## config.mk

```make
export PLATFORM = sky130hd
export DESIGN_NAME = mem_write_fsm
export DESIGN_NICKNAME = d
export VERILOG_FILES = /design/src/rtl/tof_pkg.sv /design/src/rtl/tof_idx_arbiter.sv /design/src/rtl/mem_write_fsm.sv
export SDC_FILE = /design/constraint.sdc
export NUM_CORES = 1
export LEC_CHECK = 0
export CAP_MARGIN = 25
export CORE_MARGIN = 2
export CORE_UTILIZATION = 50
export DETAILED_ROUTE_END_ITERATION = 10
export PLACE_DENSITY = 0.67
export SETUP_SLACK_MARGIN = 0.3
export SKIP_LAST_GASP = 1
export SLEW_MARGIN = 5
export SYNTH_ARGS = -nofsm -noshare
export SYNTH_HDL_FRONTEND = slang
export SYNTH_SLANG_ARGS = --single-unit
```

## constraint.sdc

```tcl
create_clock -name clk -period 9.3 [get_ports clk]
set_clock_uncertainty 0.2 [all_clocks]
set_input_delay 2.79 -clock clk [delete_from_list [all_inputs] [get_ports clk]]
set_output_delay 2.79 -clock clk [all_outputs]
set_load 0.01 [all_outputs]
```

## src/rtl/tof_pkg.sv

```systemverilog
// rtl/tof_pkg.sv - shared constants, index type and write-FSM state encoding for the ToF data path.
package tof_pkg;

  localparam int N_SENSORS = 8;
  localparam int IDX_W     = 3;
  localparam int ZONES     = 64;
  localparam int ZONE_W    = 6;
  localparam int DATA_W    = 16;
  localparam int WORD_W    = 22;
  localparam int CNT_W     = $clog2(ZONES + 1);

  typedef logic [IDX_W-1:0] tof_idx_t;

  typedef enum logic [1:0] {
    IDLE,
    SELECT,
    WRITE
  } wr_state_e;

endpackage

```

## src/rtl/tof_idx_arbiter.sv

```systemverilog
// rtl/tof_idx_arbiter.sv - picks the next sensor to service from the pending vector.
// MEM_WRITE_RR_EN: round-robin starting after last_idx_i; otherwise lowest pending index wins.
import tof_pkg::*;

module tof_idx_arbiter (
  input  logic [N_SENSORS-1:0] pending_i,
  input  logic [IDX_W-1:0]     last_idx_i,
  output logic [IDX_W-1:0]     idx_o,
  output logic                 valid_o
);

  tof_idx_t cand;

  always_comb begin
    idx_o   = '0;
    valid_o = 1'b0;
    cand    = '0;
`ifdef MEM_WRITE_RR_EN
    for (int off = 1; off <= N_SENSORS; off++) begin
      cand = tof_idx_t'((int'(last_idx_i) + off) % N_SENSORS);
      if (!valid_o && pending_i[cand]) begin
        idx_o   = cand;
        valid_o = 1'b1;
      end
    end
`else
    // Scan downward so the lowest set bit is the final assignment.
    for (int i = N_SENSORS - 1; i >= 0; i--) begin
      cand = tof_idx_t'(i);
      if (pending_i[cand]) begin
        idx_o   = cand;
        valid_o = 1'b1;
      end
    end
`endif
  end

endmodule

```

## src/rtl/mem_write_fsm.sv

```systemverilog
// rtl/mem_write_fsm.sv - ToF write controller: data-ready edge capture, sensor select, BRAM write strobes.
// MEM_WRITE_RR_EN selects round-robin sensor arbitration (default fixed priority).
import tof_pkg::*;

module mem_write_fsm (
  input  logic                 clk,
  input  logic                 reset,
  input  logic [N_SENSORS-1:0] ToF_dr,
  output logic                 wea,
  output logic [IDX_W-1:0]     ToF_Index,
  output logic                 all_data_written
);

  logic [N_SENSORS-1:0] dr_q;
  logic [N_SENSORS-1:0] pending_q;
  logic [N_SENSORS-1:0] pending_d;
  logic [N_SENSORS-1:0] rise;
  logic [N_SENSORS-1:0] clr;
  logic [CNT_W-1:0]     cnt_q [N_SENSORS];
  logic [CNT_W-1:0]     cnt_d [N_SENSORS];
  wr_state_e            state_q;
  tof_idx_t             idx_q;
  tof_idx_t             arb_idx;
  logic                 arb_valid;
  logic                 wea_q;
  logic                 adw_q;
  logic                 all_full;
  logic                 frame_done;

  tof_idx_arbiter u_arb (
    .pending_i  (pending_q),
    .last_idx_i (idx_q),
    .idx_o      (arb_idx),
    .valid_o    (arb_valid)
  );

  always_comb begin
    rise = ToF_dr & ~dr_q;
    clr  = '0;
    if (state_q == WRITE) clr[idx_q] = 1'b1;
    // A rise landing in the same cycle as the clear keeps the bit set.
    pending_d = (pending_q & ~clr) | rise;

    cnt_d = cnt_q;
    if (state_q == WRITE && cnt_q[idx_q] != CNT_W'(ZONES))
      cnt_d[idx_q] = cnt_q[idx_q] + 1'b1;

    all_full = 1'b1;
    for (int i = 0; i < N_SENSORS; i++)
      if (cnt_d[i] != CNT_W'(ZONES)) all_full = 1'b0;

    // Completion is flagged on the edge that closes the final write, so the
    // pulse and the cleared counters appear in the cycle right after wea.
    frame_done = (state_q == WRITE) && all_full;
    if (frame_done)
      for (int i = 0; i < N_SENSORS; i++) cnt_d[i] = '0;
  end

  always_ff @(posedge clk or posedge reset) begin
    if (reset) begin
      dr_q      <= '0;
      pending_q <= '0;
      state_q   <= IDLE;
      idx_q     <= '0;
      wea_q     <= 1'b0;
      adw_q     <= 1'b0;
      for (int i = 0; i < N_SENSORS; i++) cnt_q[i] <= '0;
    end else begin
      dr_q      <= ToF_dr;
      pending_q <= pending_d;
      cnt_q     <= cnt_d;
      adw_q     <= frame_done;
      wea_q     <= 1'b0;
      case (state_q)
        IDLE: begin
          if (arb_valid) begin
            idx_q   <= arb_idx;
            state_q <= SELECT;
          end
        end
        SELECT: begin
          wea_q   <= 1'b1;
          state_q <= WRITE;
        end
        WRITE:   state_q <= IDLE;
        default: state_q <= IDLE;
      endcase
    end
  end

  assign wea              = wea_q;
  assign ToF_Index        = idx_q;
  assign all_data_written = adw_q;

endmodule

```

* After elaboration in Yosys (flattened, before gate mapping)
Cells that the tools add are included.
Operators by class: magnitude comparators 4, add/subtract/negate cells 1, bitwise gates (word level) 6, mux-type cells 38, equal/unequal tests 12, reduce and logical (&&, ||, !) cells 6
Operators with widths (count):
- 2-to-1 mux 56 bit | 2
- inequality test 7 bit, second input constant | 9
- bitwise mux 56 bit | 1
- 2-to-1 mux 3 bit | 8
- binary-select mux 7 bit (select 3 bit) | 1
- demux 7 bit (select 3 bit) | 1
- 2-to-1 mux 7 bit | 3
- 2-to-1 mux 1 bit | 18
- bitwise AND 8 bit | 2
- NOT 8 bit | 2
- 2-to-1 mux 8 bit | 1
- OR 8 bit | 1
- adder 7 x 1 -> 7 bit, second input constant | 1
- >= comparator 4 bit, second input constant | 1
- logical AND 1 bit | 4
- < comparator 3 x 4 -> 1 bit, second input constant | 1
- < comparator 4 x 1 -> 1 bit, second input constant | 1
- NOT 3 -> 4 bit | 1
- one-hot mux 2 bit (2 select lines) | 1
- demux 1 bit (select 3 bit) | 1
- >= comparator 3 x 1 -> 1 bit, second input constant | 1
- equality test 2 x 1 -> 1 bit, second input constant | 1
- equality test 2 bit, second input constant | 1
- zero test 2 bit | 1
- other kinds (3) | 3
Storage, ports and cells: flip-flop bits (word level) 79, output and inout bits 5, bits of input ports 10, word-level logic and storage cells 81

* Logic depth before layout (Yosys ltp)
depth in word-level cells 18, gate-level depth with buffers 19, gate-level depth less buffers 14

* By module
A second synthesis with hierarchy kept.
Second synthesis, totals: cells, all modules 463, area, all modules 4508.1 sq um
By module, submodules not included:
- mem_write_fsm | cells an instance 450, times used 1, sequential area each 1976.9 sq um, area each 4428.0 sq um
- tof_idx_arbiter | cells an instance 13, times used 1, sequential area each 0.0 sq um, area each 80.1 sq um

* Worst setup path before layout
OpenSTA, ideal clock, no wires.
path kind register to register, from reg idx_q[1], in the netlist ToF_Index[1], to reg cnt_q[20] in the netlist's numbering, library setup time 0.136 ns, stages on the path, launching flop included 18, buffers on the path 3, setup slack 4.943 ns, required time 8.964 ns, period minus slack after synthesis 4.357 ns, data arrival time 4.021 ns, path through dfrtp_1 -> clkbuf_1 -> buf_1 -> or3b_1 -> a21boi_1 -> a211o_1 -> inv_1 -> ha_1 -> inv_1 -> nor3_1 -> nand4_1 -> buf_2 -> a311oi_1 -> a31oi_1 -> or3_1 -> or4_4 -> nor4_4 -> nor2_1
RTL lines:
- start: declaration | line mem_write_fsm.sv:22 | tof_idx_t idx_q;
- start signal: assignment | line mem_write_fsm.sv:77 | idx_q <= arb_idx;
- end signal: assignment | line mem_write_fsm.sv:71 | cnt_q <= cnt_d;
- end: declaration | line mem_write_fsm.sv:19 | logic [CNT_W-1:0] cnt_q [N_SENSORS];

==> flow_summary.ini <==
[run_status]
status = finished, final reports clean

[cells_and_area]
layout.nets = 513
n_antenna_cell = 0
utilization_pct = 56.3
drive_above_1_share_pct = 9.68
final_cells = 614
design_area_um2 = 4910
area_delta_synth_final_pct = 9.28

[synthesis]
synth_cells = 497
ys.flop_type = dfrtp_1
syn-num-nets = 509
ys_types = 70
synth-edff-count = 0
yosys_warnings = 0
ys_async_sr_fraction_pct = 100
synth-seq-cells = 79
seq_area_frac_synth_pct = 44.0
synth_area_per_cell_um2 = 9.04
synth_area_um2 = 4490

[placed_design]
port_buffers = 14
gp_congestion = 0.990
place_area_um2 = 4680
dp_slack_ps = 3530
hpwl_mm = 10.9
dp.cells = 597

[routing]
routedWlPerCell_um = 24.6
drc = 0
viasPerCell = 6.55
drt_iter0_drc = 397
wl_mm = 15.1
ant_nets = 0
firstDrtPassIters = 5
vias = 4022

[clock_tree]
ctsLongestPathBuffers = 2
cts.clk_slew.worst_paths_ps = 90
postCtsHoldBufs = 0
cts_setup_buffers = 0
clock_latency_ps = 360
numCtsBuffers = 9
cts.sinks = 79
cts-htree-levels = 3
cts_tree = yes
cts_root_buf = clkbuf_8
ctsResizeCount = 0

[grt]
busiest_layer = met2
met3_usage_pct = 7.09
antenna_found_initial = 0
grt_pass1_vias = 3988
grt_max_degree = 80
grt_pass1_wl_mm = 23.6
met1_usage_pct = 46.0
grt_use_total_pct = 32.4
overflow = 0
grt_use_met2_pct = 47.1

[worst_setup_path]
rrSetupSlack_ps = 3350
r2r-start = ToF_Index[1]$_DFFE_PP0P_
cp_top_family = simple AND/OR/NAND/NOR gates
cpPeakStageDelay_ps = 840
required_ps = 9340
worstPathArrival_ps = 5990
ff2ff_path_depth = 14
path_common_cell = inv_1
crit_path_end_kind = register
crit_path_start_kind = register
path_cells = or2_2 -> o22ai_1 -> a211o_1 -> inv_1 -> ha_1 -> inv_1 -> nor3_1 -> nand4_1 -> nand2_1 -> mux2_1 -> or3_1 -> or4_4 -> nor4_4 -> nor2_1
critical_path_class = register to register
path_buf_inv = 2
slowest_stage = dfrtp_1
timing.rr.end = cnt_q[27]$_DFF_PP0_
crit_path_max_fanout = 20

[sta]
finalCritPeriodShare_pct = 64.0
rsz0062_at_grt = false
period_minus_slack_ps = 5950
hold_viol = 0
setup_tns_ps = 0
maxSlewViolCount = 0
worst_slew_pin_slew_ps = 866
slew_headroom_pct = 41.8
worst_slack_ps = 3350
holdWs_ps = 226
finalSetupViolCount = 0
fmax_ghz = 0.168

[min_path]
hp-start = dr_q[0]$_DFF_PP0_
hold_path_depth = 1
min_to = pending_q[0]$_DFF_PP0_
hp-class = register to register

[pwr]
total_power_mw = 1.21
p_leak_nw = 2.04
powerDensity_nw_per_um2 = 247
ir_worst_vdd_v = 0.0000842

[die]
dieArea_um2 = 9760
rows = 34
io_pins = 15
core-area_um2 = 8720
die_y_um = 98.8
dieWidth_um = 98.8
initial_core_util_pct = 51.5

[flow_run]
maxCapViolCount = 0
-- cells in the mapped netlist, types with 7 or more instances --
master    number  share of area (%)
a21oi_1       15                1.7
o21ai_0       65                7.2
dfrtp_1       79                 44
nand3_1       12                1.3
inv_1         18                1.5
mux2i_1       11                2.5
mux4_2         8                4.0
clkbuf_1      16                1.3
nand2_1       65                5.4
buf_2          7               0.78
o22ai_1        9                1.3
nor2_1        48                4.0
nand4_1        7               0.98
nor3_1        13                1.4
-- cell type report --
type	count	area, um^2
fillers	812	3810
repair buffers	21	213
well taps	108	135
clock buffers	10	128
multi-input cells	371	2310
clock inverters	6	68.8
flip-flops and latches	79	1980
inverters	19	72.6
-- registers in the layout, indices dropped and copies added (netlist names) --
register          flops
wea                   1
dr_q                  8
ToF_Index             3
all_data_written      1
state_q               2
pending_q             8
cnt_q                56
-- power by group --
part / switching, mW / internal, mW
logic: 0.338 / 0.167
clock network: 0.135 / 0.126
registers: 0.0582 / 0.389
-- logic make-up after synthesis --
group,Yosys count,synth area share [%]
compound gates,141,19.8
xor+xnor,6,1.17
fa+ha+maj,2,0.557
buf+inv,47,4.46
flops,79,44.0
mux,27,8.72
simple gates,195,21.3
-- worst max path at each step --
stage | startpoint | endpoint | slack [ps] | depth (start not counted)
floorplan | reset | ToF_Index[0]$_DFFE_PP0P_ | 4290 | 1
global route | ToF_Index[1]$_DFFE_PP0P_ | cnt_q[13]$_DFF_PP0_ | 2870 | 14
CTS | ToF_Index[1]$_DFFE_PP0P_ | cnt_q[20]$_DFF_PP0_ | 3500 | 14
finish | ToF_Index[1]$_DFFE_PP0P_ | cnt_q[27]$_DFF_PP0_ | 3350 | 14
detailed placement | ToF_Index[1]$_DFFE_PP0P_ | cnt_q[20]$_DFF_PP0_ | 3530 | 14
global placement | ToF_Index[1]$_DFFE_PP0P_ | cnt_q[20]$_DFF_PP0_ | 3660 | 14
-- layer usage --
layer / vias to the layer above / part of all wire [%] / wire length, um
li1: 1801 / - / -
met1: 1977 / 45 / 6780
met2: 198 / 43 / 6470
met3: 46 / 7.3 / 1110
met4: 0 / 4.8 / 723
met5: - / 0 / 0
-- cell usage in the layout, fill, tap and decap left out, types with 4 or more instances in the layout --
master,synthesis,routed
buf_4,0,6
inv_1,18,17
clkdlybuf4s50_1,0,14
clkbuf_8,0,9
a22o_1,4,4
mux4_2,8,8
a31oi_1,5,5
nor3_1,13,13
a211o_1,5,5
o21ai_0,65,65
nor2_1,48,48
nand2b_1,6,6
a21oi_1,15,15
nand4_1,7,7
nand2_1,65,65
dfrtp_1,79,79
mux2i_1,11,11
mux2_2,5,5
nor4_1,5,5
nand3_1,12,12
nor2b_1,6,6
xnor2_1,4,4
o22ai_1,9,9
and2_1,6,6
or2_2,4,4
Note: power is estimated with default switching activity, not from simulation.
